**src/rtl/bp_fe_queue_pkg.sv**
```systemverilog
// Shared helpers for the FE->BE rollback queue: width derivations and
// wrap-bit pointer comparison.
package bp_fe_queue_pkg;

    function automatic int ptr_width(input int els);
        return $clog2(els) + 1;
    endfunction

    function automatic int cnt_width(input int n);
        return $clog2(n + 1);
    endfunction

    // Full when the index bits match and the wrap bits differ.
    function automatic logic ptr_full(input logic [31:0] a, input logic [31:0] b,
                                      input int idx_w);
        return (a[idx_w] != b[idx_w])
            && (((a ^ b) & ((32'd1 << idx_w) - 32'd1)) == 32'd0);
    endfunction

endpackage

```
**src/rtl/bp_fe_queue_ptr.sv**
```systemverilog
// Wrap-bit queue pointer: each cycle either loads a target pointer or
// advances by 0..deq_width_p. The next value is exported for chaining.
module bp_fe_queue_ptr
    import bp_fe_queue_pkg::*;
#(
    parameter int els_p       = 16,
    parameter int deq_width_p = 2,
    localparam int idx_width_lp = $clog2(els_p),
    localparam int ptr_width_lp = ptr_width(els_p),
    localparam int add_width_lp = cnt_width(deq_width_p)
) (
    input  logic                    clk_i,
    input  logic                    reset_i,
    input  logic                    load_v_i,
    input  logic [ptr_width_lp-1:0] load_ptr_i,
    input  logic [add_width_lp-1:0] add_i,
    output logic [ptr_width_lp-1:0] ptr_o,
    output logic [ptr_width_lp-1:0] ptr_n_o
);

    typedef struct packed {
        logic                    wrap;
        logic [idx_width_lp-1:0] idx;
    } bp_fe_queue_ptr_s;

    bp_fe_queue_ptr_s ptr_q, ptr_d;

    // Plain modular add carries naturally from idx into the wrap bit.
    always_comb begin
        ptr_d = bp_fe_queue_ptr_s'(ptr_q + ptr_width_lp'(add_i));
        if (load_v_i) ptr_d = bp_fe_queue_ptr_s'(load_ptr_i);
    end

    always_ff @(posedge clk_i) begin
        if (reset_i) ptr_q <= '0;
        else         ptr_q <= ptr_d;
    end

    assign ptr_o   = ptr_q;
    assign ptr_n_o = ptr_d;

endmodule

```
**src/rtl/bsg_mem_1r1w.sv**
```systemverilog
// One-write one-read register-file memory, asynchronous read, no reset.
module bsg_mem_1r1w #(
    parameter int width_p = 64,
    parameter int els_p   = 16,
    localparam int addr_width_lp = $clog2(els_p)
) (
    input  logic                     w_clk_i,
    input  logic                     w_v_i,
    input  logic [addr_width_lp-1:0] w_addr_i,
    input  logic [width_p-1:0]       w_data_i,
    input  logic [addr_width_lp-1:0] r_addr_i,
    output logic [width_p-1:0]       r_data_o
);

    logic [width_p-1:0] mem_q [els_p];

    always_ff @(posedge w_clk_i) begin
        if (w_v_i) mem_q[w_addr_i] <= w_data_i;
    end

    assign r_data_o = mem_q[r_addr_i];

endmodule

```
**src/rtl/bp_fe_queue_rolly_multi.sv**
```systemverilog
// FE->BE fetch queue with write / speculative-read / commit pointers and
// multi-entry commit. BP_FE_QUEUE_BYPASS_EN enables empty-queue bypass.
module bp_fe_queue_rolly_multi
    import bp_fe_queue_pkg::*;
#(
    parameter int width_p     = 64,
    parameter int els_p       = 16,
    parameter int deq_width_p = 2,
    localparam int idx_width_lp     = $clog2(els_p),
    localparam int ptr_width_lp     = ptr_width(els_p),
    localparam int cnt_width_lp     = cnt_width(els_p),
    localparam int deq_cnt_width_lp = cnt_width(deq_width_p)
) (
    input  logic                        clk_i,
    input  logic                        reset_i,
    input  logic [width_p-1:0]          data_i,
    input  logic                        v_i,
    output logic                        ready_o,
    output logic [width_p-1:0]          data_o,
    output logic                        v_o,
    input  logic                        yumi_i,
    input  logic                        deq_v_i,
    input  logic [deq_cnt_width_lp-1:0] deq_cnt_i,
    input  logic                        roll_v_i,
    input  logic                        clr_v_i,
    output logic [cnt_width_lp-1:0]     count_o,
    output logic [cnt_width_lp-1:0]     spec_count_o
);

    logic [ptr_width_lp-1:0] wptr, rptr, cptr, wptr_n, rptr_n, cptr_n;
    logic [width_p-1:0]      mem_data;
    logic                    enq, yumi_v;

    assign enq    = v_i & ready_o;
    assign yumi_v = yumi_i & v_o;

    // Chain order: commit first, then read (may rewind to new commit),
    // then write (may truncate to new read).
    bp_fe_queue_ptr #(.els_p(els_p), .deq_width_p(deq_width_p)) cptr_u (
        .clk_i(clk_i), .reset_i(reset_i),
        .load_v_i(1'b0), .load_ptr_i('0),
        .add_i(deq_v_i ? deq_cnt_i : '0),
        .ptr_o(cptr), .ptr_n_o(cptr_n)
    );

    bp_fe_queue_ptr #(.els_p(els_p), .deq_width_p(deq_width_p)) rptr_u (
        .clk_i(clk_i), .reset_i(reset_i),
        .load_v_i(roll_v_i), .load_ptr_i(cptr_n),
        .add_i(deq_cnt_width_lp'(yumi_v)),
        .ptr_o(rptr), .ptr_n_o(rptr_n)
    );

    bp_fe_queue_ptr #(.els_p(els_p), .deq_width_p(deq_width_p)) wptr_u (
        .clk_i(clk_i), .reset_i(reset_i),
        .load_v_i(clr_v_i), .load_ptr_i(rptr_n),
        .add_i(deq_cnt_width_lp'(enq)),
        .ptr_o(wptr), .ptr_n_o(wptr_n)
    );

    bsg_mem_1r1w #(.width_p(width_p), .els_p(els_p)) mem_u (
        .w_clk_i  (clk_i),
        .w_v_i    (enq & ~clr_v_i),
        .w_addr_i (wptr[idx_width_lp-1:0]),
        .w_data_i (data_i),
        .r_addr_i (rptr[idx_width_lp-1:0]),
        .r_data_o (mem_data)
    );

    assign ready_o      = ~ptr_full(32'(wptr), 32'(cptr), idx_width_lp);
    assign count_o      = cnt_width_lp'(wptr - cptr);
    assign spec_count_o = cnt_width_lp'(rptr - cptr);

`ifdef BP_FE_QUEUE_BYPASS_EN
    logic bypass;
    assign bypass = (rptr == wptr) & ~roll_v_i & ~clr_v_i;
    assign v_o    = bypass ? enq : (rptr != wptr);
    assign data_o = bypass ? data_i : mem_data;
`else
    assign v_o    = (rptr != wptr);
    assign data_o = mem_data;
`endif

    logic [cnt_width_lp:0] deq_limit;
    assign deq_limit = {1'b0, spec_count_o} + (cnt_width_lp+1)'(yumi_v & ~roll_v_i);

    a_enq_ready: assert property (@(posedge clk_i) disable iff (reset_i) !(v_i && !ready_o));
    a_yumi_v:    assert property (@(posedge clk_i) disable iff (reset_i) !(yumi_i && !v_o));
    a_deq_cnt:   assert property (@(posedge clk_i) disable iff (reset_i)
                     deq_v_i |-> (deq_cnt_i != '0) && ((cnt_width_lp+1)'(deq_cnt_i) <= deq_limit));
    a_occupancy: assert property (@(posedge clk_i) disable iff (reset_i)
                     (wptr_n - cptr_n) <= ptr_width_lp'(els_p));

endmodule

```
**config.mk**
```make
export PLATFORM = sky130hd
export DESIGN_NAME = bp_fe_queue_rolly_multi
export DESIGN_NICKNAME = d
export VERILOG_FILES = /design/src/rtl/bp_fe_queue_pkg.sv /design/src/rtl/bp_fe_queue_ptr.sv /design/src/rtl/bsg_mem_1r1w.sv /design/src/rtl/bp_fe_queue_rolly_multi.sv
export SDC_FILE = /design/constraint.sdc
export NUM_CORES = 1
export LEC_CHECK = 0
export BUFFER_PORTS_ARGS = -buffer_cell sky130_fd_sc_hd__buf_4
export CAP_MARGIN = 20
export CORE_UTILIZATION = 30
export CTS_CLUSTER_DIAMETER = 50
export CTS_CLUSTER_SIZE = 24
export DETAILED_ROUTE_END_ITERATION = 12
export GPL_TIMING_DRIVEN = 1
export PLACE_DENSITY_LB_ADDON = 0.05
export SLEW_MARGIN = 20
export SYNTH_ARGS = -nofsm -noshare
export SYNTH_HDL_FRONTEND = slang
export SYNTH_SLANG_ARGS = --single-unit
```
**constraint.sdc**
```tcl
create_clock -name clk_i -period 9.6 [get_ports clk_i]
set_clock_uncertainty 0.2 [all_clocks]
set_input_delay 1.92 -clock clk_i [delete_from_list [all_inputs] [get_ports clk_i]]
set_output_delay 1.92 -clock clk_i [all_outputs]
set_load 0.01 [all_outputs]
```
# After elaboration in Yosys (flattened, before gate mapping)
# Memory sizes are Yosys's and may differ from the RTL's. A register that Yosys moved wholly into a read port is not among the register bits.
# Cells that the tools add are included.
# classes
addsub	5
multipliers	0
div	0
magnitude_cmp	0
n_eq_ne	2
shift	0
n_mux	6
n_bitwise	6
n_reduce_logical	2
# op_table
cell	count
$logic_not A32 Y1	1
$add A5 B1 Y5	2
$mux W5	2
$sub A5 B5 Y5	2
$add A5 B2 Y5	1
$ne A5 B5 Y1	1
$mux W4	1
$xor A4 B4 Y4	1
$and A1 B1 Y1	3
$mux W1	2
$mux W2	1
$not A1 Y1	2
$logic_and A1 B1 Y1	1
$ne A1 B1 Y1	1
# totals
register_bits	15
latchBits	0
ram_bits	1024
mem_bits_ro	0
output_inout_bits	76
wordCells	28
memories	1
# memory_table
memory	words	width	rd	rd_clocked_by_memory_dff	write_ports	line_no	source
mem_u.mem_q	16	64	1	1	1	bsg_mem_1r1w.sv:15	logic [width_p-1:0] mem_q [els_p];

# Logic depth before layout (Yosys ltp)
# depth
ltp_word	8
mapped_depth	13
depth_no_buf	11

# Hierarchy
# A second synthesis with hierarchy kept.
# hier_totals
hier_cells	1738
area_unflattened_um2	39681.8
# modules_own_cells
module	instances	cells_each	area_each_um2
bsg_mem_1r1w	1	1583	38300.5
bp_fe_queue_ptr	3	35	325.3
bp_fe_queue_rolly_multi	1	50	405.4

# Least setup slack after synthesis
# Ideal clock, no wire load.
# synth_timing
path_type	input to register
startpoint	input port v_i
endpoint	memory mem_u.mem_q[3][0] (enable)
setup_ns	0.564
arrival_time_ns	6.690
slack_ns	2.146
stages	3
path_cell_list	nor2b_1 -> nand4_1 -> nor3_1
# synth_between
elab_chain_len	4
# synth_lines
element	line_no	source
start: declaration	bp_fe_queue_rolly_multi.sv:17	input logic v_i,
$and A1 B1 Y1	bp_fe_queue_rolly_multi.sv:34	assign enq = v_i & ready_o;
$and A1 B1 Y1	bp_fe_queue_rolly_multi.sv:62	.w_v_i (enq & ~clr_v_i),
$mux W1	bsg_mem_1r1w.sv:18	if (w_v_i) mem_q[w_addr_i] <= w_data_i;
$mux W1 (implied by the code)	bsg_mem_1r1w.sv:18	
end: declaration	bsg_mem_1r1w.sv:15	
# Every way passes these cells.

==> impl_metrics.csv <==
group,metric,value,unit
status,status,"complete, no violations",
yosys,yosysTopAreaCell,"edfxtp_1",
die,initial_core_util,30.19,%
clocking,hold_buffers,0,
run,drv_cap,0,
clocking,cts_sinks,1039,
sta,setup_tns,0,ns
setup_path,crit_chain,"and2_4 > buf_4 > a22oi_1 > o211ai_1 > nand2_1 > buf_4",
global_routing,antenna_found_initial,5,
global_routing,grt_pass1_wl,157800,um
drt,drt_iter0_drc,1084,
setup_path,cp-start-kind,"flop",
placed_design,post-dp-hpwl,55330,um
setup_path,cpPeakStageDelay,0.87,ns
clocking,cts_setup_buffers,0,
pwr,comb_power_share,8.8,%
die,core_area,133300,um^2
die,die_area,135600,um^2
sta,drv_slew,0,
sta,slew_headroom,28.93,%
pwr,p_clk_share,45.0,%
die,die_h,368.3,um
final_layout,layout-drive-gt1-share,23.82,%
yosys,synth_cell_types,38,
pwr,internal_power,8.407,mW
drt,dr.pass1.iters,7,
die,io-pin-count,149,
sta,final_hold_viol_count,0,
yosys,netlist_instances,2001,
yosys,synth_top_area_share,76.41,%
setup_path,cp.required,7.48,ns
clocking,insertion_delay,0.74,ns
yosys,yosys_warnings,0,
yosys,seq_area_frac_synth,77.15,%
clocking,cts-root-buf,"clkbuf_16",
yosys,synth_fp_nets,2091,
pwr,power_frac_seq,46.2,%
final_layout,postLayoutCoreUtil,35.84,%
yosys,syn_area,40240,um^2
clocking,cts_tree,"yes",
pwr,power_density,230.2,nW/um^2
placed_design,gp_congestion,0.6892,
yosys,ys_top_cells_by_area,"edfxtp_1 76%, mux4_2 7.2%, mux2i_1 6.4%, a221oi_1 1.4%, a22oi_1 1.2%",
pwr,p_sw,2.591,mW
placed_design,port_buffers,148,
final_layout,finalNetCount,2296,
setup_path,cpMostUsedCell,"buf_4",
global_routing,gr-total-overflow,0,
setup_path,cp_data_arrival_time,4.06,ns
clocking,htreeDepth,4,
die,std_cell_rows,134,
global_routing,grt_start_max_net_pins,104,
clocking,cts_buffers,134,
yosys,avgSynthCellArea,20.11,um^2
pwr,power_leakage,14.92,nW
pwr,switching_share,23.56,%
setup_path,crit_type,"flop to primary output",
setup_path,critPathMaxFanout,52,
drt,vias_per_cell,4.828,
sta,fmax,0.1618,GHz
setup_path,end_kind,"primary output",
setup_path,cp_slowest_cell,"buf_4",
sta,fin_crit,6.180,ns
sta,setup_viol,0,
setup_path,crit_buf_inv,2,
sta,worst_slack,3.420,ns
clocking,cts.path.max_buffers,3,
sta,worst_pin_slew,1.066,ns
drt,ant_nets,0,
clocking,path_clk_slew,0.05,ns
global_routing,grtUsageTotal,16.29,%
pwr,p_total,11.00,mW
final_layout,diodes,0,
min_path,hp-class,"flop to flop",
die,fp.dieW,368.3,um
pwr,peakVddDrop,0.1669,mV
global_routing,grt_pass1_vias,21580,
yosys,ys_ff_latch,1039,
drt,dr_total_vias,19720,
sta,post-route-period-util,64.38,%
drt,wl,109300,um
drt,drc,0,
sta,rsz0062_at_grt,"false",
final_layout,area_delta_synth_final,18.70,%
placed_design,dp_slack,4.078,ns
setup_path,cp_top_family,"buffers and inverters",
drt,wire_per_inst,26.76,um
clocking,cts.repair.resized,0,
==> synth_stat cells <==
cell type	number
a211oi_1	4
a21o_1	5
a21oi_1	4
a221oi_1	64
a22oi_1	64
a32oi_1	1
and2_1	5
and4_1	1
buf_1	3
buf_2	20
buf_4	13
buf_6	16
buf_8	8
clkbuf_1	60
clkbuf_2	1
dfxtp_1	15
edfxtp_1	1024
fa_1	3
ha_1	14
inv_1	19
mux2_2	1
mux2i_1	258
mux4_2	128
nand2_1	69
nand2b_1	2
nand3_1	6
nand3b_1	1
nand4_1	4
nor2_1	25
nor2b_1	5
nor3_1	6
o211ai_1	64
o21ai_0	8
o21ai_1	57
o41ai_1	1
or3_1	1
xnor2_1	10
xor2_1	11
==> tightest hold or removal path, stage by stage, from the launching register on <==
cell	delay, ns
dfxtp_1	0.38
xor2_1	0.10
nor2_1	0.07
==> path summary, 6_finish.rpt <==
check                                  startpoint                 end  slack [ns]  depth (start not counted)
worst max-delay path            mem_u.r_addr_i[2]           data_o[2]        3.42                          6
worst min-delay path              cptr_u.ptr_o[4]     cptr_u.ptr_o[4]        0.39                          2
worst max register to register    wptr_u.ptr_o[2]  mem_u.mem_q[5][59]        5.09                          6
worst min register to register    cptr_u.ptr_o[4]     cptr_u.ptr_o[4]        0.39                          2
==> registers in the layout, indices dropped and copies added (netlist names) <==
signal and count:
cptr_u.ptr_o 5, mem_u.mem_q 1024, mem_u.r_addr_i 4, rptr_u.ptr_o 1, wptr_u.ptr_o 5
==> kinds of logic (layout without fill, tap and decap cells) <==
family,count (synthesis),in the layout,synth area share (%)
AO/OA/AOI/OAI,272,272,4.850
XOR/XNOR,21,21,0.4570
adder cells (fa/ha/maj),17,17,0.5845
buffers and inverters,140,456,2.015
flip-flops,1039,1039,77.15
multiplexers,387,387,13.61
AND/OR/NAND/NOR,125,125,1.331
==> layout make-up <==
| type | instances | area [um^2] |
|---|---|---|
| Clock buffer | 156 | 3563 |
| Clock inverter | 91 | 857.1 |
| Fill cell | 12410 | 85520 |
| Inverter | 19 | 71.32 |
| Multi-Input combinational cell | 822 | 8511 |
| Sequential cell | 1039 | 31060 |
| Tap cell | 1768 | 2212 |
| Timing Repair Buffer | 190 | 1489 |
==> stage by stage <==
step / std cells / instance area (um^2) / hold WS, ns
2_1_floorplan: 2001 / 40240 / 0.3386
3_3_place_gp: 3837 / 43330 / 0.3779
3_5_place_dp: 3838 / 43350 / 0.3894
4_1_cts: 4085 / 47770 / 0.4040
5_1_grt: 4085 / 47770 / 0.4255
6_report: 4085 / 47770 / 0.3913
==> power by group through the flow <==
stage | Sequential [mW] | Combinational [mW] | Clock (mW)
2_1_floorplan | 5.15 | 0.624 | 0
3_3_place_gp | 5.18 | 1.00 | 0
3_5_place_dp | 5.18 | 1.01 | 0
4_1_cts | 5.08 | 1.01 | 5.09
5_1_grt | 5.09 | 1.06 | 5.27
6_report | 5.08 | 0.970 | 4.94
==> placed cells by master (no fill, tap or decap), types with 6 or more instances in the layout <==
cell type      n
nand3_1        6
xor2_1        11
clkinvlp_4    16
clkbuf_1      16
inv_6         16
clkbuf_16    140
nor2_1        13
nor2_4        12
a22oi_1       64
xnor2_1       10
ha_1          14
nand2_1       69
a221oi_1      64
o21ai_1       57
inv_1         19
clkinv_1      21
o211ai_1      64
clkinv_2      16
mux4_2       128
buf_4        185
edfxtp_1    1024
o21ai_0        8
bufinv_16     10
dfxtp_1       11
mux2i_1      258
==> metal layers <==
metal / track usage, % / up-vias / part of all wire [%]
li1: - / 8715 / -
met1: 21.24 / 10510 / 45
met2: 27.58 / 329 / 50
met3: 2.922 / 160 / 3.3
met4: 4.812 / 8 / 2.2
met5: 0 / - / 0.035
Note: power is estimated with default switching activity, not from simulation.
